## src/rtl/adc_uart_reporter.sv

```systemverilog
// adc_uart_reporter
//   Periodically snapshots NCH signed BCD voltage readings and streams them as
//   one ASCII text frame over a valid/ready character interface, e.g.
//   "AD1:+1.234V  AD2:-0.567V" LF CR.
//
//   Optional feature: define ADC_REPORT_CHECKSUM_EN to insert '*' and two
//   uppercase hex characters (XOR of every byte from the first 'A' through the
//   final 'V') ahead of LF. Undefined by default: no checksum logic is built.
//
// Ports
//   clk        : clock for all logic
//   reset_n    : synchronous active-low reset
//   en         : allows new frames to start (a running frame always completes)
//   ch_bcd     : per channel c, bits [16c+15:16c] = int, tenths, hundredths, thousandths
//   ch_neg     : bit c high marks channel c negative
//   tx_data    : ASCII character offered to the transmitter
//   tx_valid   : tx_data is valid
//   tx_ready   : transmitter accepts the character this cycle
//   busy       : high in every state except IDLE
//   frame_done : one-cycle pulse after the last character is accepted
//
// state | meaning
// IDLE  | counting en-qualified cycles until the next frame
// LATCH | snapshot ch_bcd / ch_neg
// SEND  | present characters, one per accepted handshake
// DONE  | pulse frame_done, return to IDLE
module adc_uart_reporter #(
  parameter int NCH         = 2,
  parameter int FRAC_DIGITS = 3,
  parameter int PERIOD      = 65536
) (
  input  logic              clk,
  input  logic              reset_n,
  input  logic              en,
  input  logic [NCH*16-1:0] ch_bcd,
  input  logic [NCH-1:0]    ch_neg,
  output logic [7:0]        tx_data,
  output logic              tx_valid,
  input  logic              tx_ready,
  output logic              busy,
  output logic              frame_done
);
  localparam int FIELD_LEN = 8 + FRAC_DIGITS;
  localparam int STRIDE    = FIELD_LEN + 2;      // field plus two separating spaces
  localparam int BODY_LEN  = NCH * STRIDE - 2;   // last channel has no trailing spaces
`ifdef ADC_REPORT_CHECKSUM_EN
  localparam int TAIL_LEN  = 5;
`else
  localparam int TAIL_LEN  = 2;
`endif
  localparam int FRAME_LEN = BODY_LEN + TAIL_LEN;
  localparam int CW        = $clog2(PERIOD);

  typedef enum logic [1:0] {S_IDLE, S_LATCH, S_SEND, S_DONE} state_t;

  state_t              state_q, state_d;
  logic [CW-1:0]       cnt_q, cnt_d;
  logic [6:0]          idx_q, idx_d;
  logic [NCH*16-1:0]   snap_bcd_q, snap_bcd_d;
  logic [NCH-1:0]      snap_neg_q, snap_neg_d;
  logic [7:0]          tx_data_q, tx_data_d;
  logic                tx_valid_q, tx_valid_d;
  logic                busy_q, busy_d;
  logic                frame_done_q, frame_done_d;
`ifdef ADC_REPORT_CHECKSUM_EN
  logic [7:0]          csum_q, csum_d;

  function automatic logic [7:0] hex_char(input logic [3:0] n);
    return (n < 4'd10) ? (8'h30 + {4'h0, n}) : (8'h37 + {4'h0, n});
  endfunction
`endif

  function automatic logic [7:0] bcd_char(input logic [3:0] d);
    return (d > 4'd9) ? 8'h3F : (8'h30 + {4'h0, d});
  endfunction

  // Character at the current index, derived from the snapshot.
  logic [6:0]  ch_idx, pos, rel;
  logic [15:0] cur_bcd;
  logic        cur_neg;
  logic [7:0]  ch_char;

  always_comb begin
    ch_idx  = idx_q / 7'(STRIDE);
    pos     = idx_q % 7'(STRIDE);
    rel     = idx_q - 7'(BODY_LEN);
    cur_bcd = '0;
    cur_neg = 1'b0;
    for (int c = 0; c < NCH; c++) begin
      if (ch_idx == 7'(c)) begin
        cur_bcd = snap_bcd_q[16*c +: 16];
        cur_neg = snap_neg_q[c];
      end
    end
    ch_char = 8'h20;
    if (idx_q < 7'(BODY_LEN)) begin
      if (pos == 7'd0)      ch_char = 8'h41;
      else if (pos == 7'd1) ch_char = 8'h44;
      else if (pos == 7'd2) ch_char = 8'h31 + {5'd0, ch_idx[2:0]};
      else if (pos == 7'd3) ch_char = 8'h3A;
      else if (pos == 7'd4) ch_char = cur_neg ? 8'h2D : 8'h2B;
      else if (pos == 7'd5) ch_char = bcd_char(cur_bcd[15:12]);
      else if (pos == 7'd6) ch_char = 8'h2E;
      else if (pos < 7'(7 + FRAC_DIGITS)) begin
        case (pos - 7'd7)
          7'd0:    ch_char = bcd_char(cur_bcd[11:8]);
          7'd1:    ch_char = bcd_char(cur_bcd[7:4]);
          default: ch_char = bcd_char(cur_bcd[3:0]);
        endcase
      end
      else if (pos == 7'(7 + FRAC_DIGITS)) ch_char = 8'h56;
      // remaining positions keep the space default
    end else begin
`ifdef ADC_REPORT_CHECKSUM_EN
      case (rel)
        7'd0:    ch_char = 8'h2A;
        7'd1:    ch_char = hex_char(csum_q[7:4]);
        7'd2:    ch_char = hex_char(csum_q[3:0]);
        7'd3:    ch_char = 8'h0A;
        default: ch_char = 8'h0D;
      endcase
`else
      ch_char = (rel == 7'd0) ? 8'h0A : 8'h0D;
`endif
    end
  end

  logic load;

  always_comb begin
    state_d      = state_q;
    cnt_d        = cnt_q;
    idx_d        = idx_q;
    snap_bcd_d   = snap_bcd_q;
    snap_neg_d   = snap_neg_q;
    tx_data_d    = tx_data_q;
    tx_valid_d   = tx_valid_q;
    frame_done_d = 1'b0;
    load         = 1'b0;
`ifdef ADC_REPORT_CHECKSUM_EN
    csum_d       = csum_q;
`endif
    case (state_q)
      S_IDLE: begin
        if (en) begin
          if (cnt_q == CW'(PERIOD - 1)) begin
            cnt_d   = '0;
            state_d = S_LATCH;
          end else begin
            cnt_d = cnt_q + CW'(1);
          end
        end
      end
      S_LATCH: begin
        snap_bcd_d = ch_bcd;
        snap_neg_d = ch_neg;
        idx_d      = '0;
`ifdef ADC_REPORT_CHECKSUM_EN
        csum_d     = '0;
`endif
        state_d    = S_SEND;
      end
      S_SEND: begin
        // First cycle of SEND only loads; afterwards reload on each accept.
        if (!tx_valid_q) begin
          load = 1'b1;
        end else if (tx_ready) begin
          if (idx_q == 7'(FRAME_LEN)) begin
            tx_valid_d   = 1'b0;
            frame_done_d = 1'b1;
            state_d      = S_DONE;
          end else begin
            load = 1'b1;
          end
        end
      end
      default: state_d = S_IDLE;
    endcase
    if (load) begin
      tx_data_d  = ch_char;
      tx_valid_d = 1'b1;
      idx_d      = idx_q + 7'd1;
`ifdef ADC_REPORT_CHECKSUM_EN
      if (idx_q < 7'(BODY_LEN)) csum_d = csum_q ^ ch_char;
`endif
    end
    busy_d = (state_d != S_IDLE);
  end

  always_ff @(posedge clk) begin
    if (!reset_n) begin
      state_q      <= S_IDLE;
      cnt_q        <= '0;
      idx_q        <= '0;
      snap_bcd_q   <= '0;
      snap_neg_q   <= '0;
      tx_data_q    <= 8'h00;
      tx_valid_q   <= 1'b0;
      busy_q       <= 1'b0;
      frame_done_q <= 1'b0;
`ifdef ADC_REPORT_CHECKSUM_EN
      csum_q       <= '0;
`endif
    end else begin
      state_q      <= state_d;
      cnt_q        <= cnt_d;
      idx_q        <= idx_d;
      snap_bcd_q   <= snap_bcd_d;
      snap_neg_q   <= snap_neg_d;
      tx_data_q    <= tx_data_d;
      tx_valid_q   <= tx_valid_d;
      busy_q       <= busy_d;
      frame_done_q <= frame_done_d;
`ifdef ADC_REPORT_CHECKSUM_EN
      csum_q       <= csum_d;
`endif
    end
  end

  assign tx_data    = tx_data_q;
  assign tx_valid   = tx_valid_q;
  assign busy       = busy_q;
  assign frame_done = frame_done_q;

endmodule
```

## config.mk

```make
export PLATFORM = sky130hd
export DESIGN_NAME = adc_uart_reporter
export DESIGN_NICKNAME = d
export VERILOG_FILES = /design/src/rtl/adc_uart_reporter.sv
export SDC_FILE = /design/constraint.sdc
export NUM_CORES = 1
export LEC_CHECK = 0
export BUFFER_PORTS_ARGS = -buffer_cell sky130_fd_sc_hd__buf_4
export CORE_ASPECT_RATIO = 0.8
export CORE_UTILIZATION = 30
export CTS_CLUSTER_DIAMETER = 80
export CTS_CLUSTER_SIZE = 12
export DETAILED_ROUTE_END_ITERATION = 16
export GPL_TIMING_DRIVEN = 1
export SKIP_LAST_GASP = 1
export SLEW_MARGIN = 25
export SYNTH_ARGS = -nofsm -noshare
export SYNTH_HDL_FRONTEND = slang
export SYNTH_SLANG_ARGS = --single-unit
```

## constraint.sdc

```tcl
create_clock -name clk -period 5.3 [get_ports clk]
set_input_delay 0.53 -clock clk [delete_from_list [all_inputs] [get_ports clk]]
set_output_delay 0.53 -clock clk [all_outputs]
set_load 0.03 [all_outputs]
```

== Word level (Yosys, flattened, before mapping) ==
Index checks and enable logic that the tools add are counted.
Operators by class
  divide/modulo/power cells: 2
  multiplexer cells: 39
  eq/ne operators: 13
  reductions and logical operators: 10
  magnitude comparators: 6
  add/subtract/negate cells: 9
Operator list (count)
  2-to-1 mux 8 bit: 9
  2-to-1 mux 7 bit: 7
  2-to-1 mux 16 bit: 3
  adder 6 x 4 -> 7 bit (first input constant): 4
  zero test 7 bit: 4
  equality test 7 x 1 -> 1 bit (second input constant): 3
  equality test 7 x 3 -> 1 bit (second input constant): 3
  adder 16 x 1 -> 16 bit (second input constant): 1
  equality test 16 bit (second input constant): 1
  > comparator 4 bit (second input constant): 4
  equality test 7 x 2 -> 1 bit (second input constant): 2
  case mux 7 bit (2 select lines): 1
  2-to-1 mux 1 bit: 11
  2-to-1 mux 2 bit: 5
  adder 6 x 3 -> 7 bit (first input constant): 1
  adder 7 x 1 -> 7 bit (second input constant): 1
  divider 7 x 4 -> 7 bit (second input constant): 1
  equality test 7 x 4 -> 1 bit (second input constant): 1
  equality test 7 x 5 -> 1 bit (second input constant): 1
  less-than comparator 7 x 4 -> 1 bit (second input constant): 1
  less-than comparator 7 x 5 -> 1 bit (second input constant): 1
  modulo 7 x 4 -> 7 bit (second input constant): 1
  subtractor 7 x 3 -> 7 bit (second input constant): 1
  subtractor 7 x 5 -> 7 bit (second input constant): 1
  8 further kinds: 11
Storage, ports and cells
  output and inout bits: 11
  word-level logic and storage cells: 88
  register bits: 70

== Depth between registers and ports, before layout ==
  depth after elaboration: 16
  gate-level depth with buffers: 28
  depth with buffers taken out: 25

== Worst setup path after synthesis ==
Ideal clock, no wire load.
  path type: register to register
  start: reg idx_q[0]
  end: reg tx_data_q[2], in the netlist tx_data[2]
  slack: 0.596 ns
  arrival: 4.646 ns
  stages on the path, launching flop included: 26
  path buffers: 2
  setup time: 0.058 ns
  cell sequence: dfxtp_1 clkbuf_1 inv_1 ha_1 o2111ai_1 o211ai_2 a21oi_1 xnor2_1 inv_1 ha_1 inv_1 nor2_2 nor2_2 a21oi_4 buf_6 ha_1 inv_1 and3_1 o21ai_0 a211oi_1 a221o_1 o211ai_1 o41ai_1 nor4_1 a2111oi_2 o21a_1
Between the ends
  cells in the longest elaborated chain, start to end: 16
Ends and longest elaborated chain
  start: declaration: RTL line 58  | logic [6:0] idx_q, idx_d;
  start signal: assignment: RTL line 207  | idx_q <= idx_d;
  divider 7 x 4 -> 7 bit: RTL line 84  | ch_idx = idx_q / 7'(STRIDE);
  zero test 7 bit: RTL line 90  | if (ch_idx == 7'(c)) begin
  2-to-1 mux 16 bit (2 in series): RTL line 90
  adder 6 x 4 -> 7 bit or > comparator 4 bit (tied branches): RTL line 74  | return (d > 4'd9) ? 8'h3F : (8'h30 + {4'h0, d});
  2-to-1 mux 7 bit: RTL line 74
  case mux 7 bit (2 select lines): RTL line 105  | case (pos - 7'd7)
  2-to-1 mux 8 bit: RTL line 104  | else if (pos < 7'(7 + FRAC_DIGITS)) begin
  2-to-1 mux 8 bit: RTL line 103  | else if (pos == 7'd6) ch_char = 8'h2E;
  2-to-1 mux 8 bit: RTL line 102  | else if (pos == 7'd5) ch_char = bcd_char(cur_bcd[15:12]);
  2-to-1 mux 8 bit: RTL line 101  | else if (pos == 7'd4) ch_char = cur_neg ? 8'h2D : 8'h2B;
  2-to-1 mux 8 bit: RTL line 100  | else if (pos == 7'd3) ch_char = 8'h3A;
  2-to-1 mux 8 bit: RTL line 99  | else if (pos == 7'd2) ch_char = 8'h31 + {5'd0, ch_idx[2:0]};
  2-to-1 mux 8 bit: RTL line 98  | else if (pos == 7'd1) ch_char = 8'h44;
  2-to-1 mux 8 bit: RTL line 97  | if (pos == 7'd0) ch_char = 8'h41;
  2-to-1 mux 8 bit: RTL line 96  | if (idx_q < 7'(BODY_LEN)) begin
  end signal: assignment: RTL line 210  | tx_data_q <= tx_data_d;
  end: declaration: RTL line 61  | logic [7:0] tx_data_q, tx_data_d;
Parallel ways exist; a longest one is shown, timed or not.
A chain may end at the register's enable or synchronous reset.

== Final worst setup path ==
  start: reg idx_q[6]
  end: reg tx_data_q[0], in the netlist tx_data[0]
Same word-level chain as after synthesis.

==> summary.md <==
| Metric | Value |
|---|---|
| Status | complete, no violations |
| Die area | 16,100 µm² |
| CP Launch Type | flip-flop |
| Max stage delay on crit path | 430 ps |
| Sequential Power Share | 0.439 |
| DRC | 0 |
| Die W | 142 µm |
| Vias in the first global route | 3,955 |
| Hold_ws | 431 ps |
| Largest net degree at the start of global routing | 37 |
| Max-cap violations | 0 |
| FF+latch count, synth | 69 |
| Congestion Overflow GR | 0 |
| Layout cells sized above 1 | 0.202 |
| Skew final | 5.22 ps |
| Synth top area share | 0.295 |
| Leakage | 0.00198 µW |
| Post-Syn Area | 4680 µm² |
| Most frequent cells in the layout | 65 x dfxtp_1, 65 x buf_4, 63 x nor2_1 |
| Longest Clk Path Bufs | 2 |
| DR iter-0 viols | 361 |
| Clock Power Share | 0.468 |
| Syn_nets | 610 |
| Die height | 114 µm |
| Pint | 912 µW |
| Routed len/inst | 15.7 µm |
| Final period util | 0.917 |
| CP max stage cell | dfxtp_1 |
| CP top delay family | compound AO/OA/AOI/OAI gates |
| Clk Latency, worst-skew pair | 340 ps |
| Multi-input logic area | 3070 µm² |
| Setup violators final | 0 |
| EDFF count, synth | 0 |
| Post-route cell area | 5530 µm² |
| CP Class | flip-flop to flip-flop |
| Rows | 40 |
| Std-Cell Core Area | 15,100 µm² |
| Slew HR | 0.410 |
| Switching share of total power | 0.246 |
| PwrDens | 219 nW/µm² |
| Storage element area | 1390 µm² |
| Crit path time final | 4860 ps |
| Total GRT Usage | 0.161 |
| Antenna Nets Post-Route | 0 |
| CP endpoint kind | flip-flop |
| VDD IR max | 208 µV |
| Initial antenna violation count | 0 |
| Synth top area cells | dfxtp_1 29%, mux2i_1 7.5%, nor2_1 5.0% |
| Setup_tns | 0 ps |
| RD Place Congestion | 0.873 |
| Initial Utilization | 0.310 |
| Max-slew violation count | 0 |
| Post-synthesis sequential area ratio | 0.295 |
| Vias | 4,322 |
| # clock sinks | 69 |
| Clock slew at reported path FFs | 60 ps |
| Worst Path Buf+Inv | 4 |
| Post-synth ARST share | 0 |
| Crit Path Max Fanout | 9 |
| Critical path required time | 5500 ps |
| Main synth FF type | dfxtp_1 |
| Root buffer cell | clkbuf_16 |
| ANT cells | 0 |
| First-pass GRT wire length | 20.5 mm |
| Placement Cell Area | 5220 µm² |
| Syn Inst Count | 556 |
| TritonRoute pass-1 iters | 5 |
| Fmax | 206 MHz |
| Yosys warns | 0 |
| Layout Nets | 651 |
| Num CTS Buffers | 9 |
| Cell type with the highest aggregate area in the netlist | dfxtp_1 |
| Post-detail-place hpwl | 9.36 mm |
| Most numerous cell on the critical path | inv_1 |
| Final-report hold violation count | 0 |
| Area grow syn2layout | 18.2% |
| H-tree depth | 3 |
| Hold WC Path Type | input port to flip-flop |
| Arr. time, crit path | 5060 ps |
| Combinational share of power | 0.093 |
| CTS tree | yes |
| Vias/cell | 5.34 |
| Unrepaired setup endpoints after global routing | no |
| Crit path cell chain | and4bb_1 -> o21ai_1 -> and4_1 -> o211ai_2 -> a21oi_1 -> xnor2_2 -> inv_1 -> ha_1 -> inv_1 -> nor2_2 -> nor2_2 -> a21oi_4 -> ha_1 -> inv_1 -> nor2_1 -> buf_4 -> a22oi_1 -> nor2_1 -> a221o_1 -> a211o_1 -> a221oi_2 -> o22ai_1 |
| Distinct cells, synth | 85 |
| Avg Cell Area, Syn | 8.42 µm² |
| Final wirelength | 12.7 mm |
| Switch Pwr | 298 µW |
| IO Pins | 49 |
| Tightest Pin Transition | 880 ps |
| Overall Power | 1210 µW |
| Port buffer count | 47 |
| Fillers | 1,608 |
## synthesized netlist by cell type (all sizes together), types with 8 or more instances
cell / number
a21oi: 35
and3: 19
buf: 21
clkbuf: 14
dfxtp: 69
ha: 16
inv: 13
mux2i: 35
nand2: 29
nand3: 16
nand4: 9
nor2: 68
nor2b: 24
nor3: 12
o21ai: 27
or3: 10
xnor2: 8
xor2: 11
## worst paths after layout
| kind | endpoint | slack (ps) | cells after the start | start |
|---|---|---|---|---|
| max | tx_data[0]$_SDFFE_PN0P_ | 440 | 22 | idx_q[6]$_SDFFE_PN0P_ |
| min | snap_bcd_q[7]$_SDFFE_PN0P_ | 430 | 3 | ch_bcd[7] |
| max reg2reg | tx_data[0]$_SDFFE_PN0P_ | 440 | 22 | idx_q[6]$_SDFFE_PN0P_ |
| min reg2reg | tx_data[4]$_SDFFE_PN0P_ | 480 | 2 | tx_data[4]$_SDFFE_PN0P_ |
## cells by family after synthesis
group	synth area share
other cells	0.000801
buf+inv	0.0550
compound gates	0.219
mux	0.0812
flops	0.295
simple gates	0.269
fa+ha+maj	0.0427
xor+xnor	0.0371
## layer usage
layer / GRT usage / vias to the layer above / wire length [µm]
met2: 0.237 / 139 / 5380
li1: - / 2126 / -
met1: 0.233 / 2040 / 6450
met4: 0.0473 / 0 / 210
met3: 0.0344 / 17 / 667
met5: 0 / - / 0
## power by group through the flow
stage | Clock (µW) | Combinational (µW) | Sequential, µW
floorplan | 0 | 59.8 | 548
global placement | 0 | 109 | 543
detailed placement | 0 | 111 | 543
CTS | 582 | 112 | 531
global route | 598 | 123 | 532
finish | 566 | 112 | 531
## cell type report
cell class / count / area share
timing repair buffer: 65 / 0.0882
sequential: 69 / 0.251
clock inverter: 3 / 0.00407
clock buffer: 11 / 0.0457
inverter: 14 / 0.00950
tap: 210 / 0.0475
multi-input combinational: 438 / 0.555
## registers in the layout, summed over array words and instances, names as in the netlist
name,count
snap_bcd_q,32
cnt_q,16
idx_q,7
tx_data,7
snap_neg_q,2
state_q,2
busy,1
frame_done,1
tx_valid,1
## through the flow
stage | instances | util | worst slack (ps)
global route | 810 | 0.366 | 9.41
floorplan | 556 | - | 596
finish | 810 | 0.366 | 439
CTS | 808 | 0.363 | 188
global placement | 794 | 0.345 | 424
detailed placement | 794 | 0.345 | 221
## worst register-to-register path, delay by kind of cell, from the launching register on
| family | cells | cell delay [ps] |
|---|---|---|
| fa+ha+maj | 2 | 390 |
| simple gates | 6 | 1120 |
| compound gates | 9 | 1970 |
| xor+xnor | 1 | 190 |
| buf+inv | 4 | 630 |
| flops | 1 | 430 |
## timing repair
action	in CTS	in global routing
buffers inserted	0	2
setup endpoints to repair	0	3
hold buffers	0	0
gates resized for setup	0	6
No activity file was read; power rests on OpenSTA's default activity.
